**config.mk**
```make
export PLATFORM = sky130hd
export DESIGN_NAME = pipeline_skid_stage
export DESIGN_NICKNAME = d
export VERILOG_FILES = /design/src/rtl/pipeline_skid_stage.sv
export SDC_FILE = /design/constraint.sdc
export NUM_CORES = 1
export LEC_CHECK = 0
export CAP_MARGIN = 10
export CORE_ASPECT_RATIO = 0.6
export CORE_MARGIN = 10
export CORE_UTILIZATION = 46
export CTS_CLUSTER_SIZE = 8
export DETAILED_ROUTE_END_ITERATION = 12
export PLACE_DENSITY = 0.81
export SYNTH_ARGS = -nofsm -noshare
export SYNTH_HDL_FRONTEND = slang
export SYNTH_SLANG_ARGS = --single-unit
```
**constraint.sdc**
```tcl
create_clock -name clk -period 2.34 [get_ports clk]
set_clock_uncertainty 0.05 [all_clocks]
set_input_delay 0.468 -clock clk [delete_from_list [all_inputs] [get_ports clk]]
set_output_delay 0.468 -clock clk [all_outputs]
set_load 0.005 [all_outputs]
```
**src/rtl/pipeline_skid_stage.sv**
```systemverilog
// Elastic pipeline register with valid/ready handshake, a main + skid buffer,
// synchronous flush that inserts a bubble, and an output-transfer counter.
module pipeline_skid_stage #(
  parameter int                 WIDTH     = 32,
  parameter logic [WIDTH-1:0]   BUBBLE    = '0,
  parameter int                 CNT_WIDTH = 16
) (
  input  logic                 clk,
  input  logic                 rst,
  input  logic                 flush,
  input  logic                 in_valid,
  output logic                 in_ready,
  input  logic [WIDTH-1:0]     in_data,
  output logic                 out_valid,
  input  logic                 out_ready,
  output logic [WIDTH-1:0]     out_data,
  output logic [1:0]           count,
  output logic [CNT_WIDTH-1:0] xfer_cnt
);

  // State value doubles as the occupancy reported on count.
  localparam logic [1:0] S_EMPTY = 2'd0;
  localparam logic [1:0] S_ONE   = 2'd1;
  localparam logic [1:0] S_FULL  = 2'd2;

  logic [1:0]           state_q,    state_d;
  logic [WIDTH-1:0]     main_q,     main_d;
  logic [WIDTH-1:0]     skid_q,     skid_d;
  logic                 in_ready_q, in_ready_d;
  logic [CNT_WIDTH-1:0] xfer_cnt_q, xfer_cnt_d;

  logic in_xfer;
  logic out_xfer;

  assign in_xfer  = in_valid & in_ready_q;
  assign out_xfer = (state_q != S_EMPTY) & out_ready;

  // NOTE: every variable gets a default at the top of always_comb so that no
  // path leaves it unassigned, which would otherwise infer a latch.
  always_comb begin
    state_d    = state_q;
    main_d     = main_q;
    skid_d     = skid_q;
    xfer_cnt_d = xfer_cnt_q + CNT_WIDTH'(out_xfer);

    if (flush) begin
      // A word offered in this cycle is handshaken but dropped with the rest.
      state_d = S_EMPTY;
      main_d  = BUBBLE;
      skid_d  = BUBBLE;
    end else begin
      case (state_q)
        S_EMPTY: begin
          if (in_xfer) begin
            state_d = S_ONE;
            main_d  = in_data;
          end
        end
        S_ONE: begin
          if (in_xfer && out_xfer) begin
            main_d = in_data;
          end else if (in_xfer) begin
            state_d = S_FULL;
            skid_d  = in_data;
          end else if (out_xfer) begin
            state_d = S_EMPTY;
            main_d  = BUBBLE;
          end
        end
        S_FULL: begin
          if (out_xfer) begin
            state_d = S_ONE;
            main_d  = skid_q;
            skid_d  = BUBBLE;
          end
        end
        default: begin
          state_d = S_EMPTY;
          main_d  = BUBBLE;
          skid_d  = BUBBLE;
        end
      endcase
    end

    // Ready is precomputed from the next state so it leaves a flop directly.
    in_ready_d = (state_d != S_FULL);
  end

  // NOTE: sequential state uses non-blocking assignments only; the data
  // registers are reset too because BUBBLE must be visible on out_data.
  always_ff @(posedge clk) begin
    if (rst) begin
      state_q    <= S_EMPTY;
      main_q     <= BUBBLE;
      skid_q     <= BUBBLE;
      in_ready_q <= 1'b1;
      xfer_cnt_q <= '0;
    end else begin
      state_q    <= state_d;
      main_q     <= main_d;
      skid_q     <= skid_d;
      in_ready_q <= in_ready_d;
      xfer_cnt_q <= xfer_cnt_d;
    end
  end

  assign in_ready  = in_ready_q;
  assign out_valid = (state_q != S_EMPTY);
  assign out_data  = main_q;
  assign count     = state_q;
  assign xfer_cnt  = xfer_cnt_q;

endmodule
```
After elaboration in Yosys (flattened, before gate mapping) --
Cells that the tools add are included. W data, S select, Z words.
Cells by class: multiplexer cells 15, equal/unequal tests 9, $mul 0, reduce and logical (&&, ||, !) cells 6, divide/modulo/power cells 0, bitwise operators 3, shift-type cells 0, order comparisons 0, add/subtract/negate cells 1
Operators with widths (number):
- $mux W32 | 6
- $pmux W32 S3 | 2
- $add A16 B1 Y16 | 1
- $mux W2 | 6
- $ne A2 B2 Y1 const B | 5
- $reduce_and A4 Y1 | 2
- $ne A3 B3 Y1 const B | 2
- $pmux W2 S3 | 1
- $and A1 B1 Y1 | 2
- $eq A2 B1 Y1 const B | 1
- $eq A2 B2 Y1 const B | 1
- $logic_not A2 Y1 | 1
- $reduce_bool A2 Y1 | 1
- $reduce_or A2 Y1 | 1
- $logic_and A1 B1 Y1 | 1
- $not A1 Y1 | 1
Storage, ports and cells: memory bits (writable) 0, memories 0, output and inout port bits 52, word-level logic and storage cells 39, memory bits (read-only) 0, input port bits 37, bits in latches 0, register bits 83

Longest topological paths before layout --
Gate-level depths: netlist of the first run.
depth in word-level cells 8, mapped depth 11, gate-level depth less buffers 8

Worst setup path after synthesis of the first run --
OpenSTA, ideal clock, no wires.
path kind flip-flop to flip-flop, start reg state_q[1], in the netlist count[1], end reg xfer_cnt_q[8], in the netlist xfer_cnt[8], slack -13 ps, data required time 2162 ps, stages on the path, launching flop included 12, setup time 128 ps, buffers on the path 3, clock period less this slack 2353 ps, arrival time 2175 ps, path through dfxtp_1 > buf_2 > buf_4 > buf_4 > or2_2 > and2_1 > ha_1 > ha_1 > and4_2 > nand4_1 > xor2_1 > nor2_1
Between the ends: cells in the longest elaborated chain, start to end 3
Ends and longest elaborated chain:
- start: declaration | RTL line 26 | logic [1:0] state_q, state_d;
- start signal: assignment | RTL line 99 | state_q <= state_d;
- $reduce_bool A2 Y1
- via out_valid | RTL line 14 | output logic out_valid,
- $and A1 B1 Y1 | RTL line 36 | assign out_xfer = (state_q != S_EMPTY) & out_ready;
- $add A16 B1 Y16 | RTL line 44 | xfer_cnt_d = xfer_cnt_q + CNT_WIDTH'(out_xfer);
- end signal: assignment | RTL line 103 | xfer_cnt_q <= xfer_cnt_d;
- end: declaration | RTL line 30 | logic [CNT_WIDTH-1:0] xfer_cnt_q, xfer_cnt_d;
The timed path passes the listed nets, and every way through them passes these cells. A chain may end at the register's enable or synchronous reset.

Worst setup path after layout of the first run --
start reg state_q[1], in the netlist count[1], end out count[1]
RTL lines:
- end: declaration | RTL line 17 | output logic [1:0] count,
No word-level cell between the ends.

==> results of run 1 <==
## flip-flops by register name (all words and copies together), names as in the netlist
name / flops
count: 2
in_ready: 1
out_data: 32
skid_q: 32
xfer_cnt: 16
## cells in the mapped netlist, drive strengths merged
cell type and count:
nor3 4, dfxtp 83, a21oi 4, mux2 1, and4b 1, a22oi 32
and4 1, o22a 1, and2 33, o21ba 1, mux2i 65, a31o 1
nor2b 4, nand2b 1, nand3b 4, xnor2 7, nor4 3, and3b 1
or2 2, o21ai 2, clkbuf 11, ha 2, o211ai 1, inv 3
a22o 1, nand4 3, buf 26, o2bb2ai 32, xor2 4, nand3 6
nand2 5, nor2 80, or3 2
## area by class of cell
type	instances	area [µm²]
sequential	83	1660
clock buffer	12	267
tap	112	140
inverter	3	11.3
fill	684	3170
multi-input combinational	304	2170
timing repair buffer	108	1030
clock inverter	2	35.0
## worst min-delay path, delay by kind of cell (launching register included)
| family | cells | cell delay, ps |
|---|---|---|
| multiplexers | 1 | 60 |
| AND/OR/NAND/NOR | 1 | 70 |
| flip-flops | 1 | 320 |
## per-layer routing
metal	up-vias	share of wire	track usage
met1	1620	0.46	0.213
met3	14	0.084	0.0627
met4	0	0.011	0.0522
met2	118	0.44	0.250
met5	-	0	0
li1	1668	-	-
## timing repair
item,4_1_cts,5_1_grt
resized for setup,1,0
setup endpoints to repair,1,0
buffers inserted,0,0
endpoints found under the hold margin,0,0
## where the power goes
| group | internal [W] | total [W] | switching [W] |
|---|---|---|---|
| logic | 0.000209 | 0.000417 | 0.000208 |
| registers | 0.00144 | 0.00146 | 0.0000156 |
| clock network | 0.000899 | 0.00144 | 0.000537 |
## metrics by stage
| stage | hold slack (ps) | area [µm²] | instances | total power [W] | TNS [ps] |
|---|---|---|---|---|---|
| 3_3_place_gp | 422 | 5010 | 610 | 0.00189 | -93.3 |
| 2_1_floorplan | 410 | 4020 | 427 | 0.00171 | 0 |
| 4_1_cts | 445 | 5320 | 624 | 0.00334 | 0 |
| 5_1_grt | 482 | 5320 | 624 | 0.00343 | 0 |
| 3_5_place_dp | 432 | 5010 | 610 | 0.00190 | -248 |
| 6_report | 440 | 5320 | 624 | 0.00331 | 0 |
## kinds of logic (layout without fill, tap and decap cells)
logic type	Yosys count	count (layout)	share of synthesized area
AOI/OAI and AO/OA	75	75	0.149
xor gates and xnor gates	11	11	0.0240
adders and majority gates	2	2	0.00623
buffers and inverters	40	125	0.0477
DFF	83	83	0.414
muxes	66	66	0.166
and+or+nand+nor	150	150	0.193
## how the worst min path moves through the flow
stage,start,to,cells past startpoint
after floorplan,skid_q[0],skid_q[0],2
after global placement,skid_q[31],skid_q[31],2
after detailed placement,skid_q[1],skid_q[1],2
after CTS,skid_q[1],skid_q[1],2
after global routing,skid_q[22],skid_q[22],2
final,skid_q[1],skid_q[1],2
==> results.toml, run 1 <==
[layout]
layout_commonest_cell = "clkdlybuf4s50_1"
insertedDiodeCount = 0
area_delta_synth_final_pct = 32.5
final_cell_mix = "88 x clkdlybuf4s50_1, 82 x dfxtp_1, 80 x nor2_1, 65 x mux2i_1, 33 x and2_1"
drive_gt1_frac = 0.0957
layout.nets = 548
final_core_util = 0.627

[global_route]
grt_antenna_before_repair = 0
grt_max_degree = 45
grt_pass1_wl_um = 17600
grt_usage = 0.165
grt-ovfl-total = 0
first_global_vias = 3366

[clocking]
cts_sinks = 83
cts_tree = "yes"
cts.htree.levels = 3
numCtsBuffers = 9
insertion_delay_ps = 340
root_buffer = "clkbuf_16"
hold_buffers = 0
clk_pin_slew_ps = 60
clk_path_buf_depth = 2

[worst_setup_path]
worstSetupStartpoint = "count[1]"
cp.required_ps = 1820
cp-start-kind = "flop"
cp.arrival_ps = 1710
cp_num_buf_inv = 2
r2r-end = "xfer_cnt[8]"
r2r-start = "count[0]"
path_depth = 2
endpoint_kind = "output port"
critPathMaxFanout = 44
crit_chain = "buf_6, clkdlybuf4s50_1"
r2r_slack_ps = 360
critical_path_class = "reg2out"
cp_slowest_cell = "clkdlybuf4s50_1"
reg2regPathDepth = 9
crit_end = "count[1]"
path_delay_family = "buffers and inverters"
slowest_delay_ps = 620

[power_and_ir_drop]
vdd_drop_max_v = 0.000386
power_density_nw_per_um2 = 622
power.leakage_nw = 1.86

[timing]
min_period_ps = 2230
final_hold_viol_count = 0
relSlewSlack = 0.677
clock.fmax_mhz = 449
rsz0062_at_grt = "false"
setup_violations = 0
finalMaxSlewViolations = 0
worst_slack_ps = 112
fin_crit_sh = 0.952
tightest_slew_ps = 485

[flow_run]
drv_cap = 0

[route]
drt_iter0_markers = 251
wirelength_um = 10700
routed-via-count = 3420
avgRoutedWirePerCell_um = 17.2
drc = 0
dr.pass1.iters = 4
via_per_inst = 5.48
ant_nets = 0

[die]
die_area_um2 = 13000
ioPinCount = 89
core_um2 = 8490
start_util = 0.473
row_count = 26
die_x_um = 141
die_h_um = 92.4

[yosys]
avgSynthCellArea_um2 = 9.41
synth-seq-cells = 83
syn_inst = 427
synth_area_um2 = 4020
synth_cell_types = 40
synth_warnings = 0
seq_area_frac_synth = 0.414
synth_top_cell_area_share = 0.414
ys_top_cells_by_area = "dfxtp_1 41%, mux2i_1 16%, nor2_1 7.5%, o2bb2ai_1 7.0%, a22oi_1 6.0%"
yosys.area.top_type = "dfxtp_1"
syn-num-nets = 466

[placed_design]
port_buffers = 88
post-dp-hpwl_um = 7590
place.gp.congestion = 0.817
post-place-ws_ps = -95.8

[run_status]
outcome = "finished clean"

[hold_path]
hold_path_class = "reg2reg"
Power figures use the tool's default switching activity.
==> run 2: changes to the inputs <==
CORE_UTILIZATION = 30   (was 46)
PLACE_DENSITY = 0.58   (was 0.81)
==> run 2 against run 1 <==
Compared with the run above:
- via count down 2.5%
- sequential share of layout area down 0.55 points
- largest power group unchanged
- critical endpoint is now count[0]
- design area up 1.9%
- core utilization down 21 points
- clock-buffer cell count unchanged
- register-to-register slack worse by 50 ps
==> results.toml, run 2 (synthesis results as in run 1) <==
[placed_design]
port_buffers = 88
place.gp.congestion = 0.771
place_inst = 668
post-dp-hpwl_um = 8090
place_area_um2 = 5110

[timing]
tightest_slew_ps = 660
rsz0062_at_grt = "false"
clock.fmax_mhz = 455
setup_violations = 0
min_period_ps = 2200
fin_crit_sh = 0.939
relSlewSlack = 0.559
finalMaxSlewViolations = 0
final_hold_viol_count = 0

[layout]
insertedDiodeCount = 0
drive_gt1_frac = 0.0977
layout.nets = 548
layout_commonest_cell = "clkdlybuf4s50_1"
fill_cells = 1289
area_delta_synth_final_pct = 35.0
final_core_util = 0.418
final_cells = 682
final_cell_mix = "88 x clkdlybuf4s50_1, 81 x dfxtp_1, 80 x nor2_1, 65 x mux2i_1, 33 x and2_1"
final_area_um2 = 5420

[global_route]
grt_pass1_wl_um = 18600
first_global_vias = 3370
grt_usage = 0.124
grt-ovfl-total = 0
grt_antenna_before_repair = 0
grt_max_degree = 44

[clocking]
clk_pin_slew_ps = 60
cts_sinks = 83
cts.htree.levels = 3
postCtsSetupRepairBufs = 0
cts_tree = "yes"
numCtsBuffers = 9
insertion_delay_ps = 330
clk_path_buf_depth = 2
root_buffer = "clkbuf_16"

[route]
dr.pass1.iters = 4
via_per_inst = 4.89
routed-via-count = 3333
ant_nets = 0
drc = 0
drt_iter0_markers = 175
avgRoutedWirePerCell_um = 16.7
wirelength_um = 11400

[die]
die_x_um = 169
start_util = 0.310
ioPinCount = 89
row_count = 32
core_um2 = 13000
die_h_um = 110
die_area_um2 = 18600

[power_and_ir_drop]
vdd_drop_max_v = 0.000334
p_comb_frac = 0.128
p_sw_frac = 0.229
seqPwrFrac = 0.439
p_int_w = 0.00255
power_frac_clock = 0.433
power.leakage_nw = 1.87
p_switching_w = 0.000760
power_density_nw_per_um2 = 611

[worst_setup_path]
crit_chain = "buf_4, clkdlybuf4s50_1"
critical_path_class = "reg2out"
cp_slowest_cell = "clkdlybuf4s50_1"
cp.required_ps = 1820
endpoint_kind = "output port"
slowest_delay_ps = 600
cp-start-kind = "flop"
critPathMaxFanout = 43
cp.arrival_ps = 1680

[flow_run]
drv_cap = 0

[run_status]
outcome = "finished clean"

[hold_path]
hold_path_class = "reg2reg"
run 2: layout make-up:
class,instances,area [µm²],area share
sequential,83,1660,0.307
multi-input combinational,304,2170,0.401
tap,170,213,0.0392
clock inverter,2,35.0,0.00646
inverter,3,11.3,0.00208
clock buffer,12,267,0.0492
timing repair buffer,108,1060,0.195
run 2: worst paths after layout:
path / start / to / slack, ps / depth (start not counted)
worst max register to register: count[1] / xfer_cnt[6] / 310 / 9
worst min-delay path: skid_q[1] / skid_q[1] / 440 / 2
worst min register to register: skid_q[1] / skid_q[1] / 440 / 2
worst max-delay path: count[0] / count[0] / 140 / 2
run 2: power by group through the flow:
stage	clock, W	combinational, W	sequential [W]
after floorplan	0	0.000223	0.00149
final	0.00143	0.000423	0.00146
after CTS	0.00147	0.000428	0.00146
after detailed placement	0	0.000425	0.00149
after global placement	0	0.000420	0.00149
after global routing	0.00153	0.000465	0.00146
run 2: through the flow:
stage	power, W	worst slack, ps	hold WS [ps]	TNS (ps)
floorplan	0.00171	22.5	410	0
global placement	0.00191	-21.0	423	-42.9
detailed placement	0.00191	-61.4	434	-147
CTS	0.00336	102	447	0
global route	0.00345	28.2	482	0
finish	0.00331	143	442	0
run 2: repair_timing:
action	4_1_cts	5_1_grt
resized for setup	1	0
setup endpoints to repair	22	0
hold buffers	0	0
run 2: critical path: cells and delay by family, from the launching register on:
kind / cells / cell delay (ps)
buffers and inverters: 2 / 1020
flip-flops: 1 / 320
run 2: per-layer routing:
metal | track usage | vias up | share of wire
li1 | - | 1666 | -
met2 | 0.191 | 71 | 0.44
met4 | 0.0239 | 0 | 0.0017
met5 | 0 | - | 0
met3 | 0.0481 | 2 | 0.071
met1 | 0.163 | 1594 | 0.49
==> variant: new RTL, settings of run 2 <==
Change the parameter `CNT_WIDTH` from 16 to 32.
--- a/src/rtl/pipeline_skid_stage.sv
+++ b/src/rtl/pipeline_skid_stage.sv
@@ -5,3 +5,3 @@
   parameter logic [WIDTH-1:0]   BUBBLE    = '0,
-  parameter int                 CNT_WIDTH = 16
+  parameter int                 CNT_WIDTH = 32
 ) (
Ports: changed (resized xfer_cnt); port bits go from 89 to 105. The function was not compared with the original's and may differ.
==> variant against run 2 <==
Final area grew 12%. Synthesized area is 7.0% higher. Sequential cell count up 16. Routed wire length increased by 17%. Sequential share of layout area rose by 1.9 points. Total power up 7.0%. Worst setup slack lost 58 ps. Critical path type is now reg -> reg. Largest power group unchanged.
==> variant: results (changes against run 2) <==
Status:
- The flow ran to the end, and the final reports show no timing, DRC or antenna violations.

Setup path:
- The reg2reg setup slack is 90 ps (-220 ps).
- The signal arrival time at the worst endpoint is 2480 ps (+800 ps).
- The depth of the worst register-to-register path was 8 (-1).
- The longest individual stage delay on the worst path came to 570 ps (-30 ps).
- The maximum net fanout on the critical path is 5 (-88%).
- For this design, the slowest cell found on the critical path is or4_4.

Routing:
- The number of violations reported at the end of detailed-routing iteration 0 came to 256 (+46%).
- The via count was 3,898 (+17%).

Cells and area:
- The fraction of final layout cells with drive strength greater than 1 is 0.125 (+0.0276).
- The count of fill cells added during filler insertion is 1,336 (+3.6%).

Place:
- The cell count after placement is 750 (+12%).
- The routability-driven placement congestion ratio is 0.812 (+5.2%).
- The detailed placement HPWL is 9.68 mm (+20%).
- The number of buffers inserted by port buffering came to 104 (+18%).
- The worst slack at placement came to -448 ps (-386 ps).

Min path:
- The number of cells on the worst hold path is 1 (-1).
- The launch instance of the worst min-delay path is out_data[31]$_SDFFE_PP0P_.
- The terminating pin of the worst hold path is out_data[31]$_SDFFE_PP0P_.

Power and ir drop:
- The maximum vdd drop was 0.313 mV (-6.2%).
- The standby leakage power is 2.11 nW (+13%).

Yosys:
- The total nets after synthesis was 501 (+7.5%).
- By count the netlist is led by dfxtp_1 (99), nor2_1 (52), and2_1 (37).
- Ranked by total cell area, the synthesized netlist is headed by dfxtp_1 (46%), mux2i_1 (7.5%), and2_1 (5.4%), o2bb2ai_1 (4.7%), nor2_1 (4.5%).
- The share of the yosys chip area belonging to registers was 0.461 (+0.0474).

GRT:
- The pin count of the biggest net entering global routing was 34 (-23%).
- The total routing resource utilization after global routing is 0.133 (+0.00919).

STA:
- The worst slack on hold paths is 417 ps (-24.9 ps).
==> variant: cell count changes in the layout (fill, tap and decap cells not counted), moves of 10 or more <==
| cell | run 2 | this run |
|---|---|---|
| nor2_1 | 80 | 51 |
| dfxtp_1 | 81 | 97 |
| or4_1 | 0 | 12 |
| a21oi_1 | 4 | 21 |
| mux2i_1 | 65 | 32 |
| nand2_1 | 5 | 15 |
| clkdlybuf4s50_1 | 88 | 103 |
| o31ai_1 | 0 | 12 |
==> variant: kinds of logic after synthesis <==
logic type,Yosys count,share of synthesized area
xor+xnor,10,0.0204
fa+ha+maj,2,0.00582
compound gates,103,0.176
mux,32,0.0745
simple gates,174,0.224
buf+inv,42,0.0390
flops,99,0.461
==> variant: what timing repair did <==
item / CTS / global route
pin swaps: 0 / 5
gates resized for setup: 4 / 7
endpoints found under the setup margin: 5 / 10
buffers inserted: 0 / 1
==> variant: layer usage <==
| metal | GRT usage | vias to the layer above | share of wire |
|---|---|---|---|
| met5 | 0 | - | 0 |
| met4 | 0.0287 | 0 | 0.0066 |
| met3 | 0.0395 | 8 | 0.057 |
| met2 | 0.213 | 93 | 0.45 |
| met1 | 0.175 | 1884 | 0.48 |
| li1 | - | 1913 | - |
==> variant: power breakdown <==
group	total, mW	switching (mW)	internal (mW)	leakage [nW]
logic	0.355	0.162	0.193	1.17
registers	1.73	0.0179	1.71	0.802
clock network	1.46	0.687	0.774	0.146
==> variant: final cells by class <==
cell class | instances | area (um2) | area share
clock inverters | 6 | 55.1 | 0.00905
repair buffers | 134 | 1320 | 0.217
clock buffers | 10 | 239 | 0.0393
multi-input cells | 321 | 2230 | 0.366
well taps | 192 | 240 | 0.0395
inverters | 5 | 18.8 | 0.00309
flip-flops and latches | 99 | 1980 | 0.326
==> variant: worst max path at each step <==
stage | startpoint | endpoint | slack (ps) | cells after the start
floorplan | count[0]$_SDFF_PP0_ | xfer_cnt[22]$_SDFF_PP0_ | 40 | 9
global route | count[1]$_SDFF_PP0_ | xfer_cnt[30]$_SDFF_PP0_ | 20 | 8
global placement | out_ready | xfer_cnt[22]$_SDFF_PP0_ | -370 | 8
finish | count[1]$_SDFF_PP0_ | xfer_cnt[30]$_SDFF_PP0_ | 90 | 8
CTS | out_ready | xfer_cnt[30]$_SDFF_PP0_ | 9 | 8
detailed placement | out_ready | xfer_cnt[30]$_SDFF_PP0_ | -450 | 9
